$ cat src/rtl/mem_port_arbiter.sv
// Shared memory-port arbiter/sequencer for the fetch and load/store paths of the multi-cycle RV32 core.
// Optional feature: define ARB_ROUND_ROBIN_EN for round-robin tie-break (default: data wins ties).
module mem_port_arbiter #(
    parameter int ADDR_W  = 32,
    parameter int DATA_W  = 32,
    parameter int TIMEOUT = 255,
    parameter int TMO_W   = 8
) (
    input  logic                  clk,
    input  logic                  rst,
    input  logic                  i_req,
    input  logic [ADDR_W-1:0]     i_addr,
    output logic                  i_done,
    output logic [DATA_W-1:0]     i_rdata,
    output logic                  i_err,
    input  logic                  d_req,
    input  logic                  d_we,
    input  logic [ADDR_W-1:0]     d_addr,
    input  logic [DATA_W-1:0]     d_wdata,
    input  logic [DATA_W/8-1:0]   d_wstrb,
    output logic                  d_done,
    output logic [DATA_W-1:0]     d_rdata,
    output logic                  d_err,
    output logic                  mem_req,
    output logic                  mem_we,
    output logic [ADDR_W-1:0]     mem_addr,
    output logic [DATA_W-1:0]     mem_wdata,
    output logic [DATA_W/8-1:0]   mem_wstrb,
    input  logic                  mem_ready,
    input  logic [DATA_W-1:0]     mem_rdata,
    output logic                  busy
);

    localparam int STRB_W = DATA_W / 8;

    typedef enum logic [1:0] {
        IDLE   = 2'd0,
        BUSY_I = 2'd1,
        BUSY_D = 2'd2,
        RESP   = 2'd3
    } state_t;

    state_t            state;
    state_t            state_nxt;
    logic              owner_d;
    logic [TMO_W-1:0]  wdog;
    logic [TMO_W:0]    wdog_inc;
    logic              tmo_hit;
    logic              any_req;
    logic              pick_d;

    assign any_req  = i_req | d_req;
    assign wdog_inc = {1'b0, wdog} + {{TMO_W{1'b0}}, 1'b1};
    // Abort on the edge that would complete the TIMEOUT-th busy cycle.
    assign tmo_hit  = (TIMEOUT != 0) && (wdog_inc == (TMO_W+1)'(TIMEOUT));

`ifdef ARB_ROUND_ROBIN_EN
    logic last_d;

    always_comb begin
        pick_d = d_req & (~i_req | ~last_d);
    end

    always_ff @(posedge clk or posedge rst) begin
        if (rst) begin
            last_d <= 1'b0;
        end else if (state == IDLE && any_req) begin
            last_d <= pick_d;
        end
    end
`else
    always_comb begin
        pick_d = d_req;
    end
`endif

    always_ff @(posedge clk or posedge rst) begin
        if (rst) begin
            state <= IDLE;
        end else begin
            state <= state_nxt;
        end
    end

    always_comb begin
        state_nxt = state;
        case (state)
            IDLE: begin
                if (any_req) begin
                    state_nxt = pick_d ? BUSY_D : BUSY_I;
                end
            end
            BUSY_I, BUSY_D: begin
                if (mem_ready || tmo_hit) begin
                    state_nxt = RESP;
                end
            end
            RESP: begin
                state_nxt = IDLE;
            end
            default: begin
                state_nxt = IDLE;
            end
        endcase
    end

    // All outputs below decode flops only; no input reaches an output combinationally.
    assign busy    = (state != IDLE);
    assign mem_req = (state == BUSY_I) || (state == BUSY_D);
    assign i_done  = (state == RESP) && !owner_d;
    assign d_done  = (state == RESP) && owner_d;

    always_ff @(posedge clk or posedge rst) begin
        if (rst) begin
            owner_d   <= 1'b0;
            wdog      <= '0;
            mem_we    <= 1'b0;
            mem_addr  <= '0;
            mem_wdata <= '0;
            mem_wstrb <= '0;
            i_rdata   <= '0;
            i_err     <= 1'b0;
            d_rdata   <= '0;
            d_err     <= 1'b0;
        end else begin
            case (state)
                IDLE: begin
                    if (any_req) begin
                        owner_d <= pick_d;
                        wdog    <= '0;
                        if (pick_d) begin
                            mem_we    <= d_we;
                            mem_addr  <= d_addr;
                            mem_wdata <= d_we ? d_wdata : '0;
                            mem_wstrb <= d_we ? d_wstrb : {STRB_W{1'b0}};
                        end else begin
                            mem_we    <= 1'b0;
                            mem_addr  <= i_addr;
                            mem_wdata <= '0;
                            mem_wstrb <= '0;
                        end
                    end
                end
                BUSY_I: begin
                    wdog <= wdog_inc[TMO_W-1:0];
                    if (mem_ready) begin
                        i_rdata <= mem_rdata;
                        i_err   <= 1'b0;
                    end else if (tmo_hit) begin
                        i_rdata <= '0;
                        i_err   <= 1'b1;
                    end
                end
                BUSY_D: begin
                    wdog <= wdog_inc[TMO_W-1:0];
                    if (mem_ready) begin
                        d_rdata <= mem_we ? '0 : mem_rdata;
                        d_err   <= 1'b0;
                    end else if (tmo_hit) begin
                        d_rdata <= '0;
                        d_err   <= 1'b1;
                    end
                end
                default: begin
                end
            endcase
        end
    end

endmodule

$ cat config.mk
export PLATFORM = sky130hd
export DESIGN_NAME = mem_port_arbiter
export DESIGN_NICKNAME = d
export VERILOG_FILES = /design/src/rtl/mem_port_arbiter.sv
export SDC_FILE = /design/constraint.sdc
export NUM_CORES = 1
export LEC_CHECK = 0
export ABC_AREA = 1
export CAP_MARGIN = 20
export CELL_PAD_IN_SITES_DETAIL_PLACEMENT = 0
export CELL_PAD_IN_SITES_GLOBAL_PLACEMENT = 1
export CORE_MARGIN = 1
export CORE_UTILIZATION = 32
export CTS_BUF_LIST = sky130_fd_sc_hd__clkbuf_8 sky130_fd_sc_hd__clkbuf_16
export DETAILED_ROUTE_END_ITERATION = 12
export PLACE_DENSITY_LB_ADDON = 0.08
export SETUP_SLACK_MARGIN = 0.15
export SLEW_MARGIN = 25
export SYNTH_ARGS = -nofsm -noshare
export SYNTH_HDL_FRONTEND = slang
export SYNTH_SLANG_ARGS = --single-unit
$ cat constraint.sdc
create_clock -name clk -period 16.6 [get_ports clk]
set_input_delay 4.98 -clock clk [delete_from_list [all_inputs] [get_ports clk]]
set_output_delay 4.98 -clock clk [all_outputs]
set_load 0.01 [all_outputs]
Word level (Yosys, flattened, before mapping)
Cells that the tools add are included.
- bitwise operators: 1
- eq/ne operators: 6
- multiplexer cells: 18
- reduce and logical (&&, ||, !) cells: 15
- add/sub/neg operators: 1
- operators by type and width (operator ; number):
    $mux 32 ; 7
    $pmux 8 s2 ; 1
    $reduce_and 2->1 ; 5
    $add 8x1->9 const B ; 1
    $eq 9x8->1 const B ; 1
    $mux 4 ; 2
    $mux 8 ; 1
    $mux 2 ; 3
    $pmux 2 s3 ; 1
    $reduce_bool 2->1 ; 3
    $eq 2x2->1 const B ; 2
    $mux 1 ; 3
    $eq 2x1->1 const B ; 1
    $logic_and 1x1->1 ; 2
    $logic_not 2->1 ; 1
    $logic_or 1x1->1 ; 2
    $ne 2x1->1 const B ; 1
    $ne 2x2->1 const B ; 1
    $reduce_or 2->1 ; 1
    $logic_not 1->1 ; 1
    $or 1x1->1 ; 1
- input port bits: 138
- output and inout port bits: 139
- register bits: 146
- word-level logic and storage cells: 52

Depth between registers and ports, before layout
- depth after elaboration: 5
- mapped depth: 14
- mapped depth without buffers: 12

Least setup slack after synthesis
OpenSTA, ideal clock, no wires.
- path type: input port to flip-flop
- start point: in d_req
- end point: reg mem_addr[10]
- required time: 16.518 ns
- buffers on the path: 3
- setup time: 0.082 ns
- stages on the path: 7
- setup slack: 10.575 ns
- arrival: 5.943 ns
- path through: buf_2 nand2_1 nand2_1 buf_2 buf_1 nor2_1 a31oi_1
- cells in the longest elaborated chain, start to end: 2
- elaborated cells on any way between the ends: 3
- classes of those cells: mux: 1; bitwise: 1; reduce/logical: 1
- RTL lines (item ; line ; source):
    start, declared ; 16 ; input logic d_req,
    $or 1x1->1 ; 52 ; assign any_req = i_req | d_req;
    $reduce_and 2->1 (no source line) ; -- ;
    end signal, assigned ; 133 ; mem_addr <= d_addr;
    end signal, assigned ; 138 ; mem_addr <= i_addr;
    end, declared ; 26 ; output logic [ADDR_W-1:0] mem_addr,
Parallel ways exist; a longest one is shown, timed or not.
A chain may end at the register's enable or synchronous reset.

Worst setup path after layout
- start point: in d_req
- end point: reg wdog[2]
- cells in the longest elaborated chain, start to end: 3
- RTL lines (item ; line ; source):
    $or 1x1->1 ; 52 ;
    $ne 2x2->1 (no source line) ; -- ;
    $reduce_and 2->1 (no source line) ; -- ;
    end signal, assigned ; 145 ; wdog <= wdog_inc[TMO_W-1:0];
    end signal, assigned ; 155 ; wdog <= wdog_inc[TMO_W-1:0];
    end, declared ; 46 ; logic [TMO_W-1:0] wdog;
Every way passes these cells.

==> out/qor.csv <==
stage;metric;value;unit
status;result of the run;completed;
drt;sum of met2 wire segment lengths after detailed routing;8740;µm
min_path;end point of the worst hold path;i_rdata[29]$_DFFE_PP0P_;
run;reported max-cap violation count;0;
yosys;simple-gate area share of the yosys netlist;23.0;%
setup_path;R2R depth;10;
drt;final routed wire length divided by cell count;15.0;µm
clock_network;clock sink total;146;
timing;final worst hold slack;468;ps
grt;antenna violations before repair;1;
min_path;hold path startpoint;i_rdata[29]$_DFFE_PP0P_;
floorplan;die area;0.0202;mm²
grt;total congestion overflow;0;
timing;transition at the pin with the smallest max-transition slack;750;ps
clock_network;buffer depth of the longest clock path;2;
power;part of the total power dissipated in combinational logic;42.5;%
timing;share of the clock period used by the worst path;42.5;%
yosys;#FFs+latches synth;146;
final_layout;ratio of cells with drive above 1 in the final layout;6.76;%
timing;Final Max Slew Viols;0;
clock_network;number of hold buffers added after CTS;0;
yosys;Post-Syn Instances;717;
drt;met3 wire len;1950;µm
yosys;parity-gate share of the synthesized area counting xor and xnor cells;0.399;%
clock_network;insertion delay of the later-clocked pin in the worst-skew pair;410;ps
setup_path;maximum fanout along the worst path;66;
timing;RSZ-0062 raised after global routing;false;
drt;average vias per placed instance;4.52;
clock_network;clock root buffer;clkbuf_16;
clock_network;CTS buffer count;17;
setup_path;setup slack of the most critical reg-to-reg path;14240;ps
yosys;combined area of all synthesized cells;0.00628;mm²
power;pwr dens;177;mW/mm²
drt;detailed-routing iteration count for the pre-antenna-repair pass;4;
setup_path;signal arrival time at the worst endpoint;7380;ps
floorplan;standard-cell row count;50;
floorplan;y dimension of the die;142;µm
grt;largest net degree at the start of global routing;77;
final_layout;final core occ;52.2;%
power;sw power;607;µW
drt;starting DRC count in detailed routing;250;
drt;top routing layer in use;met5;
placed_design;Port Buf Inserts;276;
yosys;portion of netlist area occupied by mux cells;0;%
setup_path;data required time of the critical path;16930;ps
setup_path;kind of launch point of the worst setup path;primary input;
yosys;largest family of logic cells by synthesized area;simple AND/OR/NAND/NOR gates;
drt;number of remaining DRC errors;0;
floorplan;initial standard-cell utilization of the core;33.1;%
yosys;post-synthesis compound-gate area fraction;10.5;%
placed_design;setup slack at placement;9120;ps
setup_path;R2R Path End;wdog[2]$_DFFE_PP0P_;
yosys;share of synthesized cell area in full adder, half adder and majority cells;1.20;%
power;sequential fraction of design power;33.9;%
power;Net Sw Frac;34.7;%
setup_path;worst r2r src;state[1]$_DFFE_PP0P_;
power;leakage power summed over all cells;4.49;nW
timing;Worst Setup Slack, final;9550;ps
clock_network;CTS tree;done;
yosys;synthesized netlist net count;861;
clock_network;H-Tree Depth;4;
timing;post-route minimum period;7050;ps
floorplan;IO Count;277;
yosys;yosys warns;0;
setup_path;Worst Setup End Kind;flop;
drt;routed via count;5652;
final_layout;Net count, final;1122;
floorplan;area of the placeable core;0.0190;mm²
grt;global-route usage over all layers;19.5;%
yosys;proportion of synthesized chip area in sequential cells;58.2;%
clock_network;buffers inserted by post-CTS timing repair;0;
yosys;post-synthesis cell type count;24;
min_path;number of cells on the worst hold path;2;
yosys;Synth Area per Inst;8.76;µm²
power;cell internal power dissipation;1.14;mW
timing;final setup skew;5.36;ps
timing;highest attainable clock frequency;142;MHz
final_layout;area growth from synthesis to final layout;57.6;%
clock_network;clock-pin slew on the worst setup and hold paths;60;ps
timing;final hold violation count;0;
placed_design;estimated wirelength of the detail-placed design;13000;µm
power;share of power burned in the clock network;23.6;%
min_path;Tightest Hold Check Type;reg -> reg;
drt;routed wire length;18700;µm
final_layout;ANT cells;0;
placed_design;Final GP Congestion;0.779;
drt;met1 wire length;7820;µm
grt;first-pass GRT wire length;30000;µm
clock_network;Resized Gates After CTS;0;
drt;residual antenna-violating net count after detailed routing;0;
floorplan;horizontal die dimension;142;µm
power;Peak supply drop;0.0000744;V
grt;number of global-route vias before repair;5604;
timing;Finish-stage setup viols;0;
setup_path;start-to-end type of the worst setup path;in -> reg;
timing;setup TNS after final layout;0;ps
timing;max_slew headroom;50.0;%
cell usage after synthesis (all sizes together):
| master | n | area, µm² |
|---|---|---|
| a31oi | 32 | 200 |
| a32o | 1 | 10.0 |
| buf | 16 | 113 |
| clkbuf | 29 | 109 |
| dfrtp | 146 | 3650 |
| ha | 6 | 75.1 |
| inv | 54 | 203 |
| nand2 | 236 | 891 |
| nand3 | 75 | 385 |
| nand3b | 1 | 7.51 |
| nand4 | 2 | 12.5 |
| nor2 | 38 | 148 |
| o21ai | 78 | 439 |
| o21bai | 1 | 7.51 |
| xor2 | 2 | 25.0 |
power by group through the flow:
| stage | clock [mW] | sequential, mW | combinational [mW] |
|---|---|---|---|
| after floorplan | 0 | 0.657 | 0.272 |
| after global placement | 0 | 0.594 | 0.754 |
| after detailed placement | 0 | 0.596 | 0.754 |
| after CTS | 0.425 | 0.593 | 0.756 |
| after global routing | 0.441 | 0.611 | 0.819 |
| final | 0.412 | 0.592 | 0.742 |
area by class of cell:
type | count | area [µm²]
inverter | 54 | 208
tap | 260 | 325
multi-input combinational | 472 | 2200
timing repair buffer | 287 | 2860
fill | 1808 | 9060
sequential | 146 | 3650
clock buffer | 18 | 439
clock inverter | 14 | 203
state kept, by name, indices dropped and copies added, names as in the netlist:
name       flops
d_rdata       32
i_rdata       32
mem_addr      32
mem_wdata     32
wdog           8
mem_wstrb      4
state          2
d_err          1
i_err          1
mem_we         1
owner_d        1
worst max-delay path by stage:
stage / from / end / slack [ps] / cells past startpoint
4_1_cts: d_req / wdog[2]$_DFFE_PP0P_ / 9560 / 10
3_5_place_dp: d_req / wdog[2]$_DFFE_PP0P_ / 9120 / 10
2_1_floorplan: rst / d_err$_DFFE_PP0P_ / 7700 / 1
5_1_grt: d_req / wdog[3]$_DFFE_PP0P_ / 9340 / 9
6_report: d_req / wdog[2]$_DFFE_PP0P_ / 9550 / 10
3_3_place_gp: d_req / wdog[2]$_DFFE_PP0P_ / 9130 / 10
worst max-delay path, stage by stage:
cell and delay (ps):
clkdlybuf4s50_1 450, buf_4 360, nand2_1 170, nand2_2 80, buf_4 500, inv_1 80, buf_4 300, nand2_1 230
nand4_1 100, o21ai_0 80
metrics by stage:
stage          instances  total power [mW]  area, µm²
2_1_floorplan        717             0.929       6280
3_3_place_gp        1218              1.35       9220
3_5_place_dp        1218              1.35       9220
4_1_cts             1250              1.77       9860
5_1_grt             1251              1.87       9890
6_report            1251              1.75       9890
layer usage:
metal  vias up  track usage (%)
met2       203             30.8
met4         2             5.55
met5         -                0
met1      2593             23.8
li1       2840                -
met3        14             8.71
placed cells by master (no fill, tap or decap):
cell type	synthesis	final
nor2_2	2	2
clkinv_4	0	5
clkdlybuf4s50_1	0	275
nand2_1	234	233
buf_2	3	1
buf_4	3	10
nand2_2	2	3
clkbuf_16	0	17
xor2_2	1	1
o21ai_0	48	48
dfrtp_1	146	146
nand3_2	2	2
nand3b_1	1	1
inv_2	0	1
o21ai_1	17	17
nand3_1	73	73
o21bai_1	1	1
ha_1	6	6
nand4_1	2	2
a32o_1	1	1
bufinv_16	0	4
clkinvlp_4	0	1
a31oi_1	32	32
inv_1	54	52
nor2_1	36	36
clkbuf_8	0	1
xor2_1	1	1
clkinv_2	0	1
inv_6	0	4
buf_16	0	1
o21ai_2	13	13
cell families (layout without fill, tap and decap cells):
logic type | Yosys count | after routing
flops | 146 | 146
fa+ha+maj | 6 | 6
compound gates | 112 | 112
xor+xnor | 2 | 2
simple gates | 352 | 352
buf+inv | 99 | 373
Power figures use the tool's default switching activity.
==> RTL edit 1, RTL diff (config.mk and constraints unchanged) <==
Change the parameter `TMO_W` from 8 to 10.
--- a/src/rtl/mem_port_arbiter.sv
+++ b/src/rtl/mem_port_arbiter.sv
@@ -5,5 +5,5 @@
     parameter int DATA_W  = 32,
     parameter int TIMEOUT = 255,
-    parameter int TMO_W   = 8
+    parameter int TMO_W   = 10
 ) (
     input  logic                  clk,
Function: no difference found for any inputs over 4 cycles, from zero or initial values and one cycle with rst high; that may be too few to reach the edited logic, so the function may still have changed.
==> RTL edit 1 against the original RTL <==
First-iteration DRC count is 11% higher. Final area grew 0.96%. Area after synthesis rose by 2.4%. Worst setup slack got worse by 0.37 ns. Total power rose by 0.23%. Wire length grew 5.3%. Sequential cell count grew 2. Non-clock buffer count fell by 2. Synthesized cell count rose by 3.6%.
==> RTL edit 1: results (changes against the original RTL) <==
| Metric | Value |
|---|---|
| Fill count | 1907 (was 1808) |
| Largest net degree at the start of global routing | 85 (was 77) |
| Hold Path End | i_rdata[24] (was i_rdata[29]) |
| DR WL/cell | 15.4 um (was 15.0 um) |
| Synth area leaders | dfrtp_1, nand2_1, nand3_1, o21ai_0, inv_1 (unchanged) |
| Reg2reg start | state[0] (was state[1]) |
| Vias in the first global route | 5718 (was 5604) |
| Layout cell share with drive strength beyond 1 | 6.91% (was 6.76%) |
| FF-to-FF path depth | 9 (was 10) |
| Pwr Density | 175 nW/um^2 (was 177 nW/um^2) |
| M1 WL | 8.68 mm (was 7.82 mm) |
| Reg2reg setup slack | 13.85 ns (was 14.24 ns) |
| Synth top cells by count | nand2_1, dfrtp_1, nand3_1 (unchanged) |
| Dpl hpwl | 13.7 mm (was 13.0 mm) |
| Routability-driven placement congestion ratio | 0.756 (was 0.779) |
| Starting DRT DRC Count | 277 (was 250) |
| Clk pwr share | 23.1% (was 23.6%) |
| NumNets Final | 1145 (was 1122) |
| Initial antenna violation count | 0 (was 1) |
| Power share of the combinational group | 42.7% (was 42.5%) |
| Status | completed (unchanged) |
| First-pass GRT wire length | 31.0 mm (was 30.0 mm) |
| WL met2 | 8.94 mm (was 8.74 mm) |
| Yosys cell types | 22 (was 24) |
| Sequential area share after synthesis | 57.6% (was 58.2%) |
RTL edit 1: cell families (layout without fill, tap and decap cells):
group / Yosys count / count (layout) / share of synthesized area [%]
buf+inv: 106 / 376 / 6.87
flops: 148 / 148 / 57.6
xor+xnor: 1 / 1 / 0.136
simple gates: 367 / 367 / 23.8
compound gates: 115 / 115 / 10.4
fa+ha+maj: 6 / 6 / 1.17
RTL edit 1: worst max path at each step:
stage,start,end,slack [ns],depth (start not counted)
6_report,d_req,wdog[2],9.17,9
5_1_grt,d_req,wdog[2],8.94,9
4_1_cts,d_req,wdog[2],9.20,9
3_5_place_dp,d_req,wdog[2],8.77,9
3_3_place_gp,d_req,wdog[2],8.40,9
2_1_floorplan,rst,d_err,7.64,1
RTL edit 1: layer usage:
metal	vias to the layer above	track usage, %
li1	2906	-
met4	0	6.49
met3	17	8.46
met2	204	30.7
met1	2666	24.8
met5	-	0
RTL edit 1: final cells by class:
cell class | count | area share [%]
clock inverters | 14 | 1.88
multi-input cells | 489 | 22.9
flip-flops and latches | 148 | 37.1
inverters | 60 | 2.31
well taps | 265 | 3.32
clock buffers | 17 | 4.26
repair buffers | 285 | 28.3
RTL edit 1: metrics by stage:
| step | utilization [%] | area, um^2 | instances | setup WS [ns] |
|---|---|---|---|---|
| 2_1_floorplan | - | 6430 | 743 | 7.64 |
| 3_3_place_gp | 47.9 | 9370 | 1247 | 8.40 |
| 3_5_place_dp | 47.9 | 9370 | 1247 | 8.77 |
| 4_1_cts | 51.0 | 9990 | 1278 | 9.20 |
| 5_1_grt | 51.0 | 9990 | 1278 | 8.94 |
| 6_report | 51.0 | 9990 | 1278 | 9.17 |
==> RTL edit 2, RTL diff (config.mk and constraints unchanged) <==
Made on the original files. Encoding of `state_t`: now one-hot (4 bits for 4 states).
--- a/src/rtl/mem_port_arbiter.sv
+++ b/src/rtl/mem_port_arbiter.sv
@@ -34,9 +34,9 @@
     localparam int STRB_W = DATA_W / 8;
 
-    typedef enum logic [1:0] {
-        IDLE   = 2'd0,
-        BUSY_I = 2'd1,
-        BUSY_D = 2'd2,
-        RESP   = 2'd3
+    typedef enum logic [3:0] {
+        IDLE   = 4'b0001,
+        BUSY_I = 4'b0010,
+        BUSY_D = 4'b0100,
+        RESP   = 4'b1000
     } state_t;
 
Behaviour: no difference found for any inputs over 4 cycles, from zero or initial values and one cycle with rst high; so few cycles prove little.
==> RTL edit 2 against the original RTL <==
Area after synthesis increased by 3.6%. Total power down 5.3%. Sequential cell count increased by 2. Wire length grew 1.5%. Maximum frequency decreased by 6.7%. Worst setup slack worse by 0.50 ns. Global-route usage shrank 0.90 points. Clock skew increased by 0.0085 ns. Sequential power about the same. Final cell count grew 2.7%. Final area is 1.3% higher.
==> RTL edit 2: results (changes against the original RTL) <==
| Metric | Value |
|---|---|
| Routed wl met3 | 1.89 mm (was 1.95 mm) |
| Diodes inserted | 1 (was 0) |
| Synth top cells by count | nand2_1, dfrtp_1, o21ai_0 (was nand2_1, dfrtp_1, nand3_1) |
| Signal inverters | 87 (was 54) |
| Routability-driven placement congestion ratio | 0.743 (was 0.779) |
| Power Combinational | 0.000675 W (was 0.000742 W) |
| Net Count, Synth | 888 (was 861) |
| Starting DRT DRC Count | 243 (was 250) |
| Worst Path Arrival | 2.58 ns (was 7.38 ns) |
| Met3 usage | 8.71% (about the same) |
| GRT Total Usage | 18.6% (was 19.5%) |
| Placed instance area | 9430 um^2 (was 9220 um^2) |
| Pwr Density | 165 nW/um^2 (was 177 nW/um^2) |
| Clock buffer cells | 20 (was 18) |
| Dpl hpwl | 13.1 mm (was 13.0 mm) |
| Post-CTS resize count | 0 (unchanged) |
| Vias in the first global route | 5466 (was 5604) |
| Layout cell share with drive strength beyond 1 | 9.32% (was 6.76%) |
| Clk tree area frac | 5.94% (was 6.49%) |
| Compound-Gate Fraction of Synth Area | 12.6% (was 10.5%) |
| NumNets Final | 1146 (was 1122) |
| Status | completed (unchanged) |
| CP max stage delay | 0.57 ns (was 0.50 ns) |
| CP max stage cell | clkdlybuf4s50_1 (was buf_4) |
| Synth area leaders | dfrtp_1, nand2_1, o21ai_0, nand3_1, inv_1 (was dfrtp_1, nand2_1, nand3_1, o21ai_0, inv_1) |
| Yosys cell types | 25 (was 24) |
| DR WL/cell | 14.8 um (was 15.0 um) |
| # H-tree levels | 4 (unchanged) |
| Peak VDD IR | 0.0742 mV (was 0.0744 mV) |
| Non-clock buffer share | 27.9% (was 28.9%) |
| Comb_multi_in | 470 (was 472) |
| WL met2 | 8.42 mm (was 8.74 mm) |
| DR vias/cell | 4.38 (was 4.52) |
| Cells after Synth | 748 (was 717) |
| Sequential cell area | 3700 um^2 (was 3650 um^2) |
| Num sequential | 148 (was 146) |
| Leak | 4.66 nW (was 4.49 nW) |
| Switch Pwr | 0.000567 W (was 0.000607 W) |
| Met2 Use GR | 28.3% (was 30.8%) |
| Net Sw Frac | 34.3% (was 34.7%) |
| Multi-input logic area | 2260 um^2 (was 2200 um^2) |
| Worst rel slew slack | 38.4% (was 50.0%) |
| Grt met1 use | 23.0% (was 23.8%) |
| First-pass GRT wire length | 29.3 mm (was 30.0 mm) |
| FF-to-FF path depth | 11 (was 10) |
| Sequential area share after synthesis | 57.0% (was 58.2%) |
| M1 WL | 8.34 mm (was 7.82 mm) |
| Fill count | 1955 (was 1808) |
| WL final | 19.0 mm (was 18.7 mm) |
| Largest net degree at the start of global routing | 101 (was 77) |
[RTL edit 2: metrics by stage]
| stage | utilization [%] | worst slack [ns] | hold slack, ns |
|---|---|---|---|
| after global routing | 50.8 | 8.87 | 0.494 |
| after floorplan | - | 7.64 | 0.464 |
| after CTS | 50.8 | 9.01 | 0.474 |
| final | 50.8 | 9.04 | 0.471 |
| after detailed placement | 47.8 | 9.41 | 0.459 |
| after global placement | 47.8 | 9.49 | 0.453 |
[RTL edit 2: path summary, 6_finish.rpt]
check                            start     endpoint  slack (ns)
setup / recovery              state[3]      mem_req        9.04
hold / removal             i_rdata[20]  i_rdata[20]        0.47
setup reg to reg               wdog[0]  d_rdata[30]       14.32
hold reg to reg            i_rdata[20]  i_rdata[20]        0.47
max in group asynchronous          rst  mem_addr[0]       10.14
min in group asynchronous          rst  mem_addr[2]        5.08
